`src/rtl/pc_seq_pkg.sv`:
```
// Shared types and constants for the program-counter sequencer.
package pc_seq_pkg;

  localparam int unsigned PC_INCR = 4;

  typedef enum logic [1:0] {
    IDLE  = 2'd0,
    FETCH = 2'd1,
    EXEC  = 2'd2
  } state_e;

  typedef enum logic [1:0] {
    SEL_SEQ    = 2'd0,
    SEL_BRANCH = 2'd1,
    SEL_JUMP   = 2'd2
  } pc_sel_e;

endpackage

```
`src/rtl/next_pc_select.sv`:
```
// Priority next-PC mux: jump > taken branch > sequential.
// With `define MISALIGN_TRAP_EN it also flags a non-word-aligned non-sequential target.
module next_pc_select
  import pc_seq_pkg::*;
#(
  parameter int unsigned WIDTH = 32
) (
  input  logic [WIDTH-1:0] pc_plus4,
  input  logic             branch,
  input  logic             alu_zero,
  input  logic [WIDTH-1:0] branch_target,
  input  logic             jump,
  input  logic [WIDTH-1:0] jump_target,
  output logic [WIDTH-1:0] next_pc_c,
  output pc_sel_e          sel_c,
  output logic             taken_c
`ifdef MISALIGN_TRAP_EN
  ,
  output logic             misalign_c
`endif
);

  always_comb begin
    sel_c     = SEL_SEQ;
    next_pc_c = pc_plus4;
    if (jump) begin
      sel_c     = SEL_JUMP;
      next_pc_c = jump_target;
    end else if (branch && alu_zero) begin
      sel_c     = SEL_BRANCH;
      next_pc_c = branch_target;
    end
  end

  assign taken_c = (sel_c != SEL_SEQ);

`ifdef MISALIGN_TRAP_EN
  assign misalign_c = taken_c && (next_pc_c[1:0] != 2'b00);
`endif

endmodule

```
`src/rtl/pc_sequencer.sv`:
```
// Program-counter sequencer: IDLE/FETCH/EXEC control around a handshaked instruction memory.
// Optional misaligned-target trap enabled with `define MISALIGN_TRAP_EN.
module pc_sequencer
  import pc_seq_pkg::*;
#(
  parameter int unsigned      WIDTH    = 32,
  parameter logic [WIDTH-1:0] RESET_PC = WIDTH'(32'h0000_0000)
`ifdef MISALIGN_TRAP_EN
  ,
  parameter logic [WIDTH-1:0] TRAP_PC  = WIDTH'(32'h0000_0080)
`endif
) (
  input  logic             clock,
  input  logic             reset,
  output logic             imem_req,
  output logic [WIDTH-1:0] imem_addr,
  input  logic             imem_ack,
  input  logic             branch,
  input  logic             alu_zero,
  input  logic [WIDTH-1:0] branch_target,
  input  logic             jump,
  input  logic [WIDTH-1:0] jump_target,
  input  logic             stall,
  output logic [WIDTH-1:0] pc,
  output logic [WIDTH-1:0] pc_plus4,
  output logic             instr_valid,
  output logic             redirect,
  output logic [31:0]      instret,
  output logic             trap
);

  localparam int unsigned CNT_W = 32;

  state_e           state_q, state_d;
  logic             retire;
  logic [WIDTH-1:0] pc_q, pc_load, sel_pc;
  logic [CNT_W-1:0] instret_q;
  pc_sel_e          sel;
  logic             taken;

  assign pc          = pc_q;
  assign pc_plus4    = pc_q + WIDTH'(PC_INCR);
  assign imem_addr   = pc_q;
  assign imem_req    = (state_q == FETCH);
  assign instr_valid = (state_q == EXEC);
  assign instret     = instret_q;

`ifdef MISALIGN_TRAP_EN
  logic misalign;
`endif

  next_pc_select #(.WIDTH(WIDTH)) u_next_pc (
    .pc_plus4      (pc_plus4),
    .branch        (branch),
    .alu_zero      (alu_zero),
    .branch_target (branch_target),
    .jump          (jump),
    .jump_target   (jump_target),
    .next_pc_c     (sel_pc),
    .sel_c         (sel),
    .taken_c       (taken)
`ifdef MISALIGN_TRAP_EN
    ,
    .misalign_c    (misalign)
`endif
  );

  // Select code and taken flag are two views of the same decision
  always_comb begin
    assert (taken == (sel != SEL_SEQ));
  end

`ifdef MISALIGN_TRAP_EN
  assign pc_load = misalign ? TRAP_PC : sel_pc;
  assign trap    = retire & misalign;
`else
  assign pc_load = sel_pc;
  assign trap    = 1'b0;
`endif

  assign redirect = retire & taken;

  // Next-state logic; retire marks the unstalled EXEC cycle that commits
  always_comb begin
    state_d = state_q;
    retire  = 1'b0;
    unique case (state_q)
      IDLE:  state_d = FETCH;
      FETCH: if (imem_ack) state_d = EXEC;
      EXEC: begin
        if (!stall) begin
          state_d = FETCH;
          retire  = 1'b1;
        end
      end
      default: state_d = IDLE;
    endcase
  end

  always_ff @(posedge clock or negedge reset) begin
    if (!reset) state_q <= IDLE;
    else        state_q <= state_d;
  end

  always_ff @(posedge clock or negedge reset) begin
    if (!reset) begin
      pc_q      <= RESET_PC;
      instret_q <= '0;
    end else if (retire) begin
      pc_q      <= pc_load;
      instret_q <= instret_q + CNT_W'(1);
    end
  end

endmodule

```
`config.mk`:
```
export PLATFORM = sky130hd
export DESIGN_NAME = pc_sequencer
export DESIGN_NICKNAME = d
export VERILOG_FILES = /design/src/rtl/pc_seq_pkg.sv /design/src/rtl/next_pc_select.sv /design/src/rtl/pc_sequencer.sv
export SDC_FILE = /design/constraint.sdc
export NUM_CORES = 1
export LEC_CHECK = 0
export ABC_CLOCK_PERIOD_IN_PS = 2950
export CELL_PAD_IN_SITES_DETAIL_PLACEMENT = 1
export CELL_PAD_IN_SITES_GLOBAL_PLACEMENT = 1
export CORE_UTILIZATION = 30
export DETAILED_ROUTE_END_ITERATION = 8
export HOLD_SLACK_MARGIN = 0.08
export PLACE_DENSITY = 0.84
export REMOVE_ABC_BUFFERS = 1
export SLEW_MARGIN = 20
export SYNTH_ARGS = -nofsm -noshare
export SYNTH_HDL_FRONTEND = slang
export SYNTH_SLANG_ARGS = --single-unit
```
`constraint.sdc`:
```
create_clock -name clock -period 2.95 [get_ports clock]
set_input_delay 0.295 -clock clock [delete_from_list [all_inputs] [get_ports clock]]
set_output_delay 0.295 -clock clock [all_outputs]
set_load 0.05 [all_outputs]
```
==> Word-level counts from Yosys, hierarchy flattened <==
Index checks and enable logic that the tools add are counted.
{ "op_classes": {"bitwise_logic": 1, "add_sub_neg": 2, "eq_ne": 4, "mux": 9, "n_reduce_logical": 4} }
{ "op_table": {"columns": ["operator", "count"], "rows": [
  ["two-way mux 32 bit", 2],
  ["adder 32 x 1 -> 32 bit (second input constant)", 1],
  ["adder 32 x 3 -> 32 bit (second input constant)", 1],
  ["two-way mux 2 bit", 3],
  ["case mux 2 bit (3 select lines)", 1],
  ["two-way mux 1 bit", 3],
  ["== test 2 x 1 -> 1 bit (second input constant)", 1],
  ["== test 2 bit (second input constant)", 1],
  ["zero test 2 bit", 1],
  ["inequality test 2 x 1 -> 1 bit (second input constant)", 1],
  ["inequality test 2 bit (second input constant)", 1],
  ["AND reduction 2 bit", 1],
  ["nonzero test 2 bit", 1],
  ["bitwise AND 1 bit", 1],
  ["logical AND 1 bit", 1]
]} }
{ "totals": {"wordCells": 23, "output_inout_bits": 132, "input_bits": 71, "regBits": 66} }

==> Depth between registers and ports, before layout <==
Gate-level depths: netlist of run 1.
{ "depth": {"ltp_word": 5, "depth_mapped": 7, "depth_no_buf": 6} }

==> Cells and area by module <==
A second synthesis of run 1 with hierarchy kept.
{ "unflattened": {"cells_unflattened": 553, "hier_area_um2": 4768.3} }
{ "by_module_without_submodules": {"columns": ["module", "area_per_inst_um2", "seq_area_each_um2", "n_inst", "cells_each"], "rows": [
  ["pc_sequencer", 3582.2, 1651.6, 1, 398],
  ["next_pc_select", 1186.1, 0.0, 1, 155]
]} }

==> Worst setup path before layout of run 1 <==
Ideal clock, no wire load.
{ "synth_path": {"path_kind": "reg2out", "startpoint": "register pc_q[9] (netlist: imem_addr[9])", "endpoint": "output port pc_plus4[28]", "arrival_ns": 3.074, "required_time_ns": 2.655, "path_stages_with_launch": 7, "n_path_buf": 2, "path_slack_ns": -0.419, "cell_sequence": "dfrtp_1 buf_2 nand4_2 or4_1 buf_2 or4_4 xnor2_1"} }
{ "synth_between": {"elab_chain_cells": 1} }
{ "synth_lines": {"columns": ["element", "line_no", "source"], "rows": [
  ["start, declared", "pc_sequencer.sv:36", "logic [WIDTH-1:0] pc_q, pc_load, sel_pc;"],
  ["start signal, assigned", "pc_sequencer.sv:110", "pc_q <= pc_load;"],
  ["adder 32 x 3 -> 32 bit", "pc_sequencer.sv:42", "assign pc_plus4 = pc_q + WIDTH'(PC_INCR);"],
  ["end, declared", "pc_sequencer.sv:25", "output logic [WIDTH-1:0] pc_plus4,"]
]} }
Every way passes these cells.

==> Final worst setup path of run 1 <==
{ "layout_path": {"startpoint": "register pc_q[5] (netlist: imem_addr[5])", "endpoint": "output port pc_plus4[28]"} }
The elaborated chain is that of the path after synthesis.

==> results.json, run 1 <==
{
  "ys.flop_type": "dfrtp_1",
  "rows": 43,
  "top_layer_used": "met4",
  "timing.rr.start": "imem_addr[5]$_DFFE_PN0P_",
  "max_freq_mhz": 349,
  "worstHoldPathType": "flop to flop",
  "grtUsageTotal_pct": 22.2,
  "die_w_um": 123,
  "worstMarginPinSlew_ns": 0.611,
  "final.setup_skew_ns": 0.00840,
  "placedCellCount": 854,
  "synth_warnings": 0,
  "drtIter0Drc": 194,
  "synthAdderAreaFrac_pct": 0.567,
  "cts.clk_slew.worst_paths_ns": 0.06,
  "root_buffer": "clkbuf_16",
  "min_path_cells": 1,
  "port-buffer-count": 201,
  "min_from": "instret[31]$_DFFE_PN0P_",
  "met3_length_um": 829,
  "rrSetupSlack_ns": 0.76,
  "path_class": "flop to primary output",
  "crit_required_ns": 2.65,
  "dieArea_um2": 15200,
  "synth_edf_count": 0,
  "tns_ns": 0,
  "synth_top_area_share_pct": 37.4,
  "nets": 761,
  "crit_path_end_kind": "primary output",
  "r2r_end": "imem_addr[28]$_DFFE_PN0P_",
  "start_util_pct": 31.3,
  "synth_top_area_cell": "dfrtp_1",
  "routedWlPerCell_um": 19.2,
  "status": "complete, no violations",
  "cts_sinks": 66,
  "final_cells": 873,
  "cts.htree.levels": 3,
  "cts_tree": "yes",
  "final_layout_size_suffix_gt1_share_pct": 12.6,
  "fin_crit_ns": 2.87,
  "synth-seq-area-share_pct": 37.4,
  "via_count": 4677,
  "cts_buffer_depth": 2,
  "drt-pass1-iter-count": 4,
  "drc_errors": 0,
  "netlist_area_um2": 4410,
  "synthTopCellsByCount": "66 x dfrtp_1, 48 x nand2_1, 37 x xnor2_1",
  "pre_cts_slack_ns": 0.147,
  "fin_hold_ws_ns": 0.473,
  "dpl.hpwl_um": 12500,
  "cp.arrival_ns": 2.57,
  "synthCells": 519,
  "synth_top_family_by_area": "simple AND/OR/NAND/NOR gates",
  "grt_pass1_wl_um": 25500,
  "drt_wl_total_um": 16800,
  "grt_max_degree": 39,
  "routed_via_density": 5.36,
  "startpoint_type": "flop",
  "yosysMostFrequentCell": "dfrtp_1",
  "synthSimpleGateAreaFrac_pct": 23.3,
  "synth_mux_area_share_pct": 0.681,
  "antenna_found_initial": 0,
  "drv_cap": 0,
  "async_flop_share_pct": 100,
  "power.density_nw_per_um2": 1130,
  "core-area_um2": 14100,
  "slew_headroom_pct": 59.2,
  "cts_buffers": 9,
  "route.met2.wl_um": 8620,
  "ys_ff_latch": 66,
  "clock_latency_ns": 0.34,
  "antenna_cells": 0,
  "ant_nets": 0,
  "setup_viol": 0,
  "fin_crit_sh_pct": 97.3,
  "ys_types": 57,
  "gp_congestion": 0.830,
  "setup_ws_ns": 0.0810,
  "whs_endpoint": "instret[31]$_DFFE_PN0P_",
  "grt_pass1_vias": 4805,
  "synth_area_leaders": "dfrtp_1 37%, xnor2_1 7.3%, buf_4 6.0%",
  "synth_xor_area_share_pct": 11.5,
  "utilization_pct": 49.3,
  "die_h_um": 123,
  "peakVddDrop_mv": 0.836,
  "final_max_slew_viol_count": 0,
  "syn_avg_cell_area_um2": 8.50,
  "finalHoldViolCount": 0,
  "leakage_uw": 0.00282,
  "overflow": 0,
  "n_fill_cell": 1638,
  "reg2reg_depth": 5,
  "met1_length_um": 6890,
  "synth_compound_gate_area_share_pct": 16.6,
  "path_max_fanout": 7,
  "num_io_pins": 203,
  "syn_to_final_growth_pct": 57.5
}
-- worst max-delay path by stage --
stage | slack (ns) | start | depth (start not counted) | end
CTS | 0.04 | imem_addr[3]$_DFFE_PN0P_ | 6 | pc_plus4[28]
global placement | 0.24 | imem_addr[3]$_DFFE_PN0P_ | 6 | pc_plus4[28]
detailed placement | 0.15 | imem_addr[3]$_DFFE_PN0P_ | 6 | pc_plus4[28]
global route | -0.007 | imem_addr[4]$_DFFE_PN0P_ | 5 | pc_plus4[28]
finish | 0.08 | imem_addr[5]$_DFFE_PN0P_ | 5 | pc_plus4[28]
floorplan | -0.73 | imem_addr[2]$_DFFE_PN0P_ | 5 | pc_plus4[28]
-- critical path, cell delays in order (launching register included) --
cell,delay [ns]
dfrtp_1,0.48
nand3_1,0.22
or4_4,0.59
or4_4,0.58
xnor2_2,0.19
buf_12,0.16
-- through the flow --
| stage | cell area [um^2] | power, uW |
|---|---|---|
| floorplan | 4010 | 4560 |
| global placement | 6570 | 6630 |
| detailed placement | 6570 | 6710 |
| CTS | 6900 | 7840 |
| global route | 6950 | 8100 |
| finish | 6950 | 7820 |
-- metal layers --
metal	GRT usage [%]	vias to the layer above
met5	0	-
li1	-	2144
met3	4.11	30
met4	10.2	0
met2	38.5	163
met1	26.6	2340
-- logic make-up (layout without fill, tap and decap cells) --
logic type / after synthesis / count (layout)
multiplexers: 3 / 3
XOR/XNOR: 58 / 58
other: 1 / 1
flip-flops: 66 / 66
adder cells (fa/ha/maj): 2 / 2
buffers and inverters: 79 / 253
AND/OR/NAND/NOR: 197 / 197
AO/OA/AOI/OAI: 113 / 113
-- power breakdown --
part           internal [uW]  switching [uW]
Clock                    650             428
Sequential              1150             432
Combinational           1790            3370
-- state kept, by name (all words and copies together), names as in the netlist --
name,cells
instret,32
imem_addr,32
state_q,2
-- cells in the final DEF, fill, tap and decap left out, types with 14 or more instances in the layout --
cell / n
a21oi_1: 21
and3_1: 14
buf_12: 16
buf_4: 31
clkdlybuf4s50_1: 177
dfrtp_1: 62
nand2_1: 48
nand3_1: 28
nand4_1: 14
nor2_1: 34
o21ai_0: 35
xnor2_1: 35
xor2_1: 20
-- area by class of cell --
class	instances	area (um^2)	area share (%)
tap	180	225	3.24
multi-input combinational	374	2390	34.4
clock inverter	7	70.1	1.01
sequential	66	1660	23.8
clock buffer	9	225	3.24
timing repair buffer	227	2340	33.8
inverter	10	37.5	0.540
-- what timing repair did --
item                                    in CTS  in global routing
hold buffers                                 1                  0
buffers inserted                             0                  2
endpoints found under the setup margin      10                  7
gates resized for setup                      8                  6
hold endpoints to repair                    66                  0
Power figures use the tool's default switching activity.
==> run 2: changes to the inputs <==
Settings changed: TNS_END_PERCENT from default to 30.
==> results.json, run 2 (same netlist as run 1, synthesis figures left out) <==
{
  "core-area_um2": 14100,
  "routed_via_density": 5.35,
  "crit_path_end_kind": "primary output",
  "cts_buffers": 9,
  "nets": 759,
  "max_freq_mhz": 350,
  "startpoint_type": "flop",
  "root_buffer": "clkbuf_16",
  "ant_nets": 0,
  "drv_cap": 0,
  "crit_chain": "nand3_1 -> or4_4 -> or4_4 -> xnor2_2 -> buf_12",
  "antenna_cells": 0,
  "p_int_uw": 3590,
  "power_frac_clock_pct": 13.8,
  "setup_viol": 0,
  "syn_to_final_growth_pct": 57.4,
  "rows": 43,
  "grt_pass1_vias": 4805,
  "status": "complete, no violations",
  "multi_input_area_um2": 2400,
  "leakage_uw": 0.00281,
  "overflow": 0,
  "crit_top_cell": "or4_4",
  "peakVddDrop_mv": 0.836,
  "p_seq_share_pct": 20.3,
  "switching_share_pct": 54.1,
  "clock_latency_ns": 0.34,
  "path_max_fanout": 8,
  "grtUsageTotal_pct": 22.2,
  "path_class": "flop to primary output",
  "crit_required_ns": 2.65,
  "power.density_nw_per_um2": 1130,
  "final.setup_skew_ns": 0.00664,
  "drt-pass1-iter-count": 4,
  "p_comb_share_pct": 65.9,
  "tns_ns": 0,
  "final_layout_size_suffix_gt1_share_pct": 12.3,
  "min_from": "instret[31]$_DFFE_PN0P_",
  "cp_top_family": "simple AND/OR/NAND/NOR gates",
  "antenna_found_initial": 0,
  "slew_headroom_pct": 59.4,
  "cts_tree": "yes",
  "final_common_cell": "clkdlybuf4s50_1",
  "cts_sinks": 66,
  "area.sequential_um2": 1660,
  "postPlaceCellArea_um2": 6570,
  "start_util_pct": 31.3,
  "cp.arrival_ns": 2.56,
  "power.switching_uw": 4240,
  "finalHoldViolCount": 0,
  "critPathLaunch": "imem_addr[4]$_DFFE_PN0P_",
  "drtIter0Drc": 208,
  "cts.htree.levels": 3,
  "drc_errors": 0,
  "final_max_slew_viol_count": 0,
  "routedWlPerCell_um": 19.3,
  "num_io_pins": 203,
  "fin_crit_ns": 2.86,
  "cpPeakStageDelay_ns": 0.59,
  "rsz0062_at_grt": "no",
  "stdcell_area_um2": 6940,
  "die_w_um": 123,
  "worstMarginPinSlew_ns": 0.607,
  "fin_crit_sh_pct": 96.9,
  "port-buffer-count": 201,
  "crit_buf_inv": 1,
  "grt_pass1_wl_um": 25500,
  "worstHoldPathType": "flop to flop",
  "die_h_um": 123,
  "dpl.hpwl_um": 12500,
  "dieArea_um2": 15200,
  "postCtsSetupRepairBufs": 0,
  "n_fill_cell": 1638,
  "cts.clk_slew.worst_paths_ns": 0.06,
  "timing.rr.start": "imem_addr[4]$_DFFE_PN0P_",
  "cp_slowest_cell": "or4_4",
  "drt_wl_total_um": 16800,
  "cts_buffer_depth": 2,
  "via_count": 4662,
  "grt_max_degree": 39,
  "layout_common_cells": "177 x clkdlybuf4s50_1, 62 x dfrtp_1, 48 x nand2_1",
  "gp_congestion": 0.830
}
## run 2: cell types whose count changed in the layout (fill, tap and decap cells not counted), sizes merged
cell,before,now
buf,49,47
## run 2: path summary, 6_finish.rpt
kind                       cells after the start                   endpoint  slack, ns
max in group asynchronous                      3   imem_addr[3]$_DFFE_PN0P_       1.99
max reg2reg                                    5  imem_addr[17]$_DFFE_PN0P_       0.76
max                                            5               pc_plus4[28]       0.09
min                                            1    instret[31]$_DFFE_PN0P_       0.47
min reg2reg                                    1    instret[31]$_DFFE_PN0P_       0.47
min in group asynchronous                      3     instret[4]$_DFFE_PN0P_       0.52
## run 2: final cells by class
type | count | area share [%]
flip-flops and latches | 66 | 23.9
well taps | 180 | 3.24
clock buffers | 9 | 3.24
clock inverters | 7 | 1.01
repair buffers | 225 | 33.6
inverters | 10 | 0.541
multi-input cells | 374 | 34.5
## run 2: what timing repair did
| action | CTS | global route |
|---|---|---|
| hold buffers | 1 | 0 |
| resized for setup | 8 | 7 |
| endpoints found under the setup margin | 10 | 7 |
| cloned | 0 | 0 |
| endpoints found under the hold margin | 66 | 0 |
## run 2: worst register-to-register path, cell delays in order, from the launching register on
cell,delay (ns)
dfrtp_1,0.49
nand4_1,0.25
or2_2,0.46
or2_1,0.35
o41ai_1,0.36
a22o_1,0.21
## run 2: per-layer routing
layer  track usage [%]  wire length (um)  vias up
li1                  -                 -     2139
met1              26.6              6940     2321
met2              38.5              8560      164
met3              4.11               807       38
met4              10.2               507        0
met5                 0                 0        -
## run 2: per-stage QoR
step / utilization, % / total power (uW) / hold WS (ns) / cells / worst slack, ns
after floorplan: - / 4560 / -0.000591 / 450 / -0.728
after detailed placement: 46.6 / 6710 / 0.356 / 854 / 0.147
after CTS: 49.0 / 7840 / 0.479 / 871 / 0.0437
after global placement: 46.6 / 6630 / 0.343 / 854 / 0.236
after global routing: 49.2 / 8110 / 0.483 / 871 / 0.0106
final: 49.2 / 7830 / 0.473 / 871 / 0.0925
## run 2: power by group through the flow
stage / sequential (uW) / combinational [uW] / clock [uW]
after floorplan: 3080 / 1480 / 0
after global placement: 1540 / 5100 / 0
after detailed placement: 1580 / 5130 / 0
after CTS: 1570 / 5170 / 1100
after global routing: 1630 / 5340 / 1130
final: 1590 / 5160 / 1080
==> run 3: changes to the inputs <==
Settings changed: SETUP_SLACK_MARGIN from default to 0.5.
==> results.json, run 3 (same netlist as run 1, synthesis figures left out) <==
{
  "status": "complete, no violations",
  "cts_buffers": 9,
  "cts.htree.levels": 3,
  "timing.rr.start": "imem_addr[4]$_DFFE_PN0P_",
  "drv_cap": 0,
  "final_layout_size_suffix_gt1_share_pct": 20.2,
  "final_max_slew_viol_count": 0,
  "ant_nets": 0,
  "n_fill_cell": 1612,
  "rrSetupSlack_ns": 0.61,
  "drc_errors": 0,
  "reg2reg_depth": 8,
  "p_seq_share_pct": 19.3,
  "drt-pass1-iter-count": 4,
  "peakVddDrop_mv": 0.833,
  "routed_via_density": 5.44,
  "slew_headroom_pct": 58.3,
  "path_class": "flop to primary output",
  "p_comb_share_pct": 67.6,
  "clock_latency_ns": 0.34,
  "final.setup_skew_ns": 0.00658,
  "worstMarginPinSlew_ns": 0.624,
  "cts_buffer_depth": 2,
  "p_int_uw": 3800,
  "tns_ns": 0,
  "pre_cts_slack_ns": 0.147,
  "syn_to_final_growth_pct": 67.6,
  "root_buffer": "clkbuf_16",
  "die_w_um": 123,
  "setup_viol": 0,
  "cpPeakStageDelay_ns": 0.48,
  "whs_endpoint": "instret[31]$_DFFE_PN0P_",
  "startpoint_type": "flop",
  "max_freq_mhz": 368,
  "core-area_um2": 14100,
  "grt_pass1_vias": 4952,
  "cp_slowest_cell": "or3_1",
  "finalHoldViolCount": 0,
  "num_io_pins": 203,
  "fin_crit_sh_pct": 92.2,
  "crit_chain": "inv_1 -> or3_1 -> or2_1 -> nor2_1 -> xor2_2 -> buf_12",
  "cts.clk_slew.worst_paths_ns": 0.06,
  "antenna_found_initial": 0,
  "final_common_cell": "clkdlybuf4s50_1",
  "drt_wl_total_um": 18500,
  "routedWlPerCell_um": 20.5,
  "dpl.hpwl_um": 12500,
  "power.switching_uw": 4440,
  "nets": 790,
  "grt_max_degree": 39,
  "via_count": 4909,
  "rows": 43,
  "gp_congestion": 0.830,
  "crit_path_end_kind": "primary output",
  "cts_sinks": 66,
  "power.total_uw": 8250,
  "r2r_end": "imem_addr[31]$_DFFE_PN0P_",
  "overflow": 0,
  "port-buffer-count": 201,
  "dieArea_um2": 15200,
  "cts_tree": "yes",
  "min_from": "instret[31]$_DFFE_PN0P_",
  "grtUsageTotal_pct": 23.5,
  "rsz0062_at_grt": "yes",
  "layout_common_cells": "175 x clkdlybuf4s50_1, 57 x buf_4, 50 x dfrtp_1",
  "antenna_cells": 0,
  "cp.arrival_ns": 2.43,
  "switching_share_pct": 53.9,
  "worstHoldPathType": "flop to flop",
  "power_frac_clock_pct": 13.2,
  "min_path_cells": 1,
  "die_h_um": 123,
  "grt_pass1_wl_um": 26900,
  "path_max_fanout": 6,
  "drtIter0Drc": 247,
  "power.density_nw_per_um2": 1120,
  "setup_ws_ns": 0.230,
  "leakage_uw": 0.00306,
  "fin_crit_ns": 2.72,
  "crit_required_ns": 2.65,
  "start_util_pct": 31.3
}
run 3: changes by cell type in the layout (fill, tap and decap cells not counted), sizes merged:
cell | previous run | this run
clkdlybuf4s50 | 177 | 175
buf | 47 | 78
dlygate4sd2 | 0 | 1
dlymetal6s2s | 0 | 1
run 3: final cells by class:
type                    instances  area (um^2)  share of cell area, %
flip-flops and latches         66         1670                   22.6
well taps                     180          225                   3.05
clock buffers                   9          225                   3.05
inverters                      10         37.5                  0.508
clock inverters                 7         70.1                  0.948
multi-input cells             374         2590                   35.0
repair buffers                256         2570                   34.8
run 3: power by group through the flow:
| stage | sequential [uW] | clock [uW] | combinational (uW) |
|---|---|---|---|
| final | 1590 | 1080 | 5570 |
| after global routing | 1620 | 1130 | 5740 |
| after CTS | 1580 | 1100 | 5370 |
| after detailed placement | 1580 | 0 | 5130 |
| after global placement | 1540 | 0 | 5100 |
| after floorplan | 3080 | 0 | 1480 |
run 3: worst max-delay path by stage:
| stage | slack, ns | to | cells after the start | from |
|---|---|---|---|---|
| floorplan | -0.73 | pc_plus4[28] | 5 | imem_addr[2]$_DFFE_PN0P_ |
| global placement | 0.24 | pc_plus4[28] | 6 | imem_addr[3]$_DFFE_PN0P_ |
| detailed placement | 0.15 | pc_plus4[28] | 6 | imem_addr[3]$_DFFE_PN0P_ |
| CTS | 0.22 | pc_plus4[19] | 6 | imem_addr[14]$_DFFE_PN0P_ |
| global route | 0.17 | pc_plus4[19] | 6 | imem_addr[14]$_DFFE_PN0P_ |
| finish | 0.23 | pc_plus4[19] | 6 | imem_addr[14]$_DFFE_PN0P_ |
run 3: critical path: cells and delay by family (launching register included):
kind	cells	cell delay, ns
xor+xnor	1	0.27
buf+inv	2	0.36
flops	1	0.44
simple gates	3	1.03
run 3: per-stage QoR:
step / utilization [%] / hold slack [ns] / area [um^2] / cells
6_report: 52.4 / 0.476 / 7390 / 902
5_1_grt: 52.4 / 0.483 / 7390 / 902
2_1_floorplan: - / -0.000591 / 4010 / 450
3_5_place_dp: 46.6 / 0.356 / 6570 / 854
3_3_place_gp: 46.6 / 0.343 / 6570 / 854
4_1_cts: 51.3 / 0.479 / 7230 / 886
run 3: layer usage:
metal | vias up | track usage [%] | wire [um]
met5 | - | 0 | 0
met3 | 36 | 4.20 | 969
li1 | 2200 | - | -
met4 | 0 | 10.6 | 463
met2 | 205 | 40.5 | 9570
met1 | 2468 | 28.5 | 7460
run 3: repair_timing:
action	in CTS	in global routing
pin swaps	14	8
hold buffers	1	0
hold endpoints to repair	66	0
gates resized for setup	50	12
buffers inserted	15	16
endpoints found under the setup margin	24	25
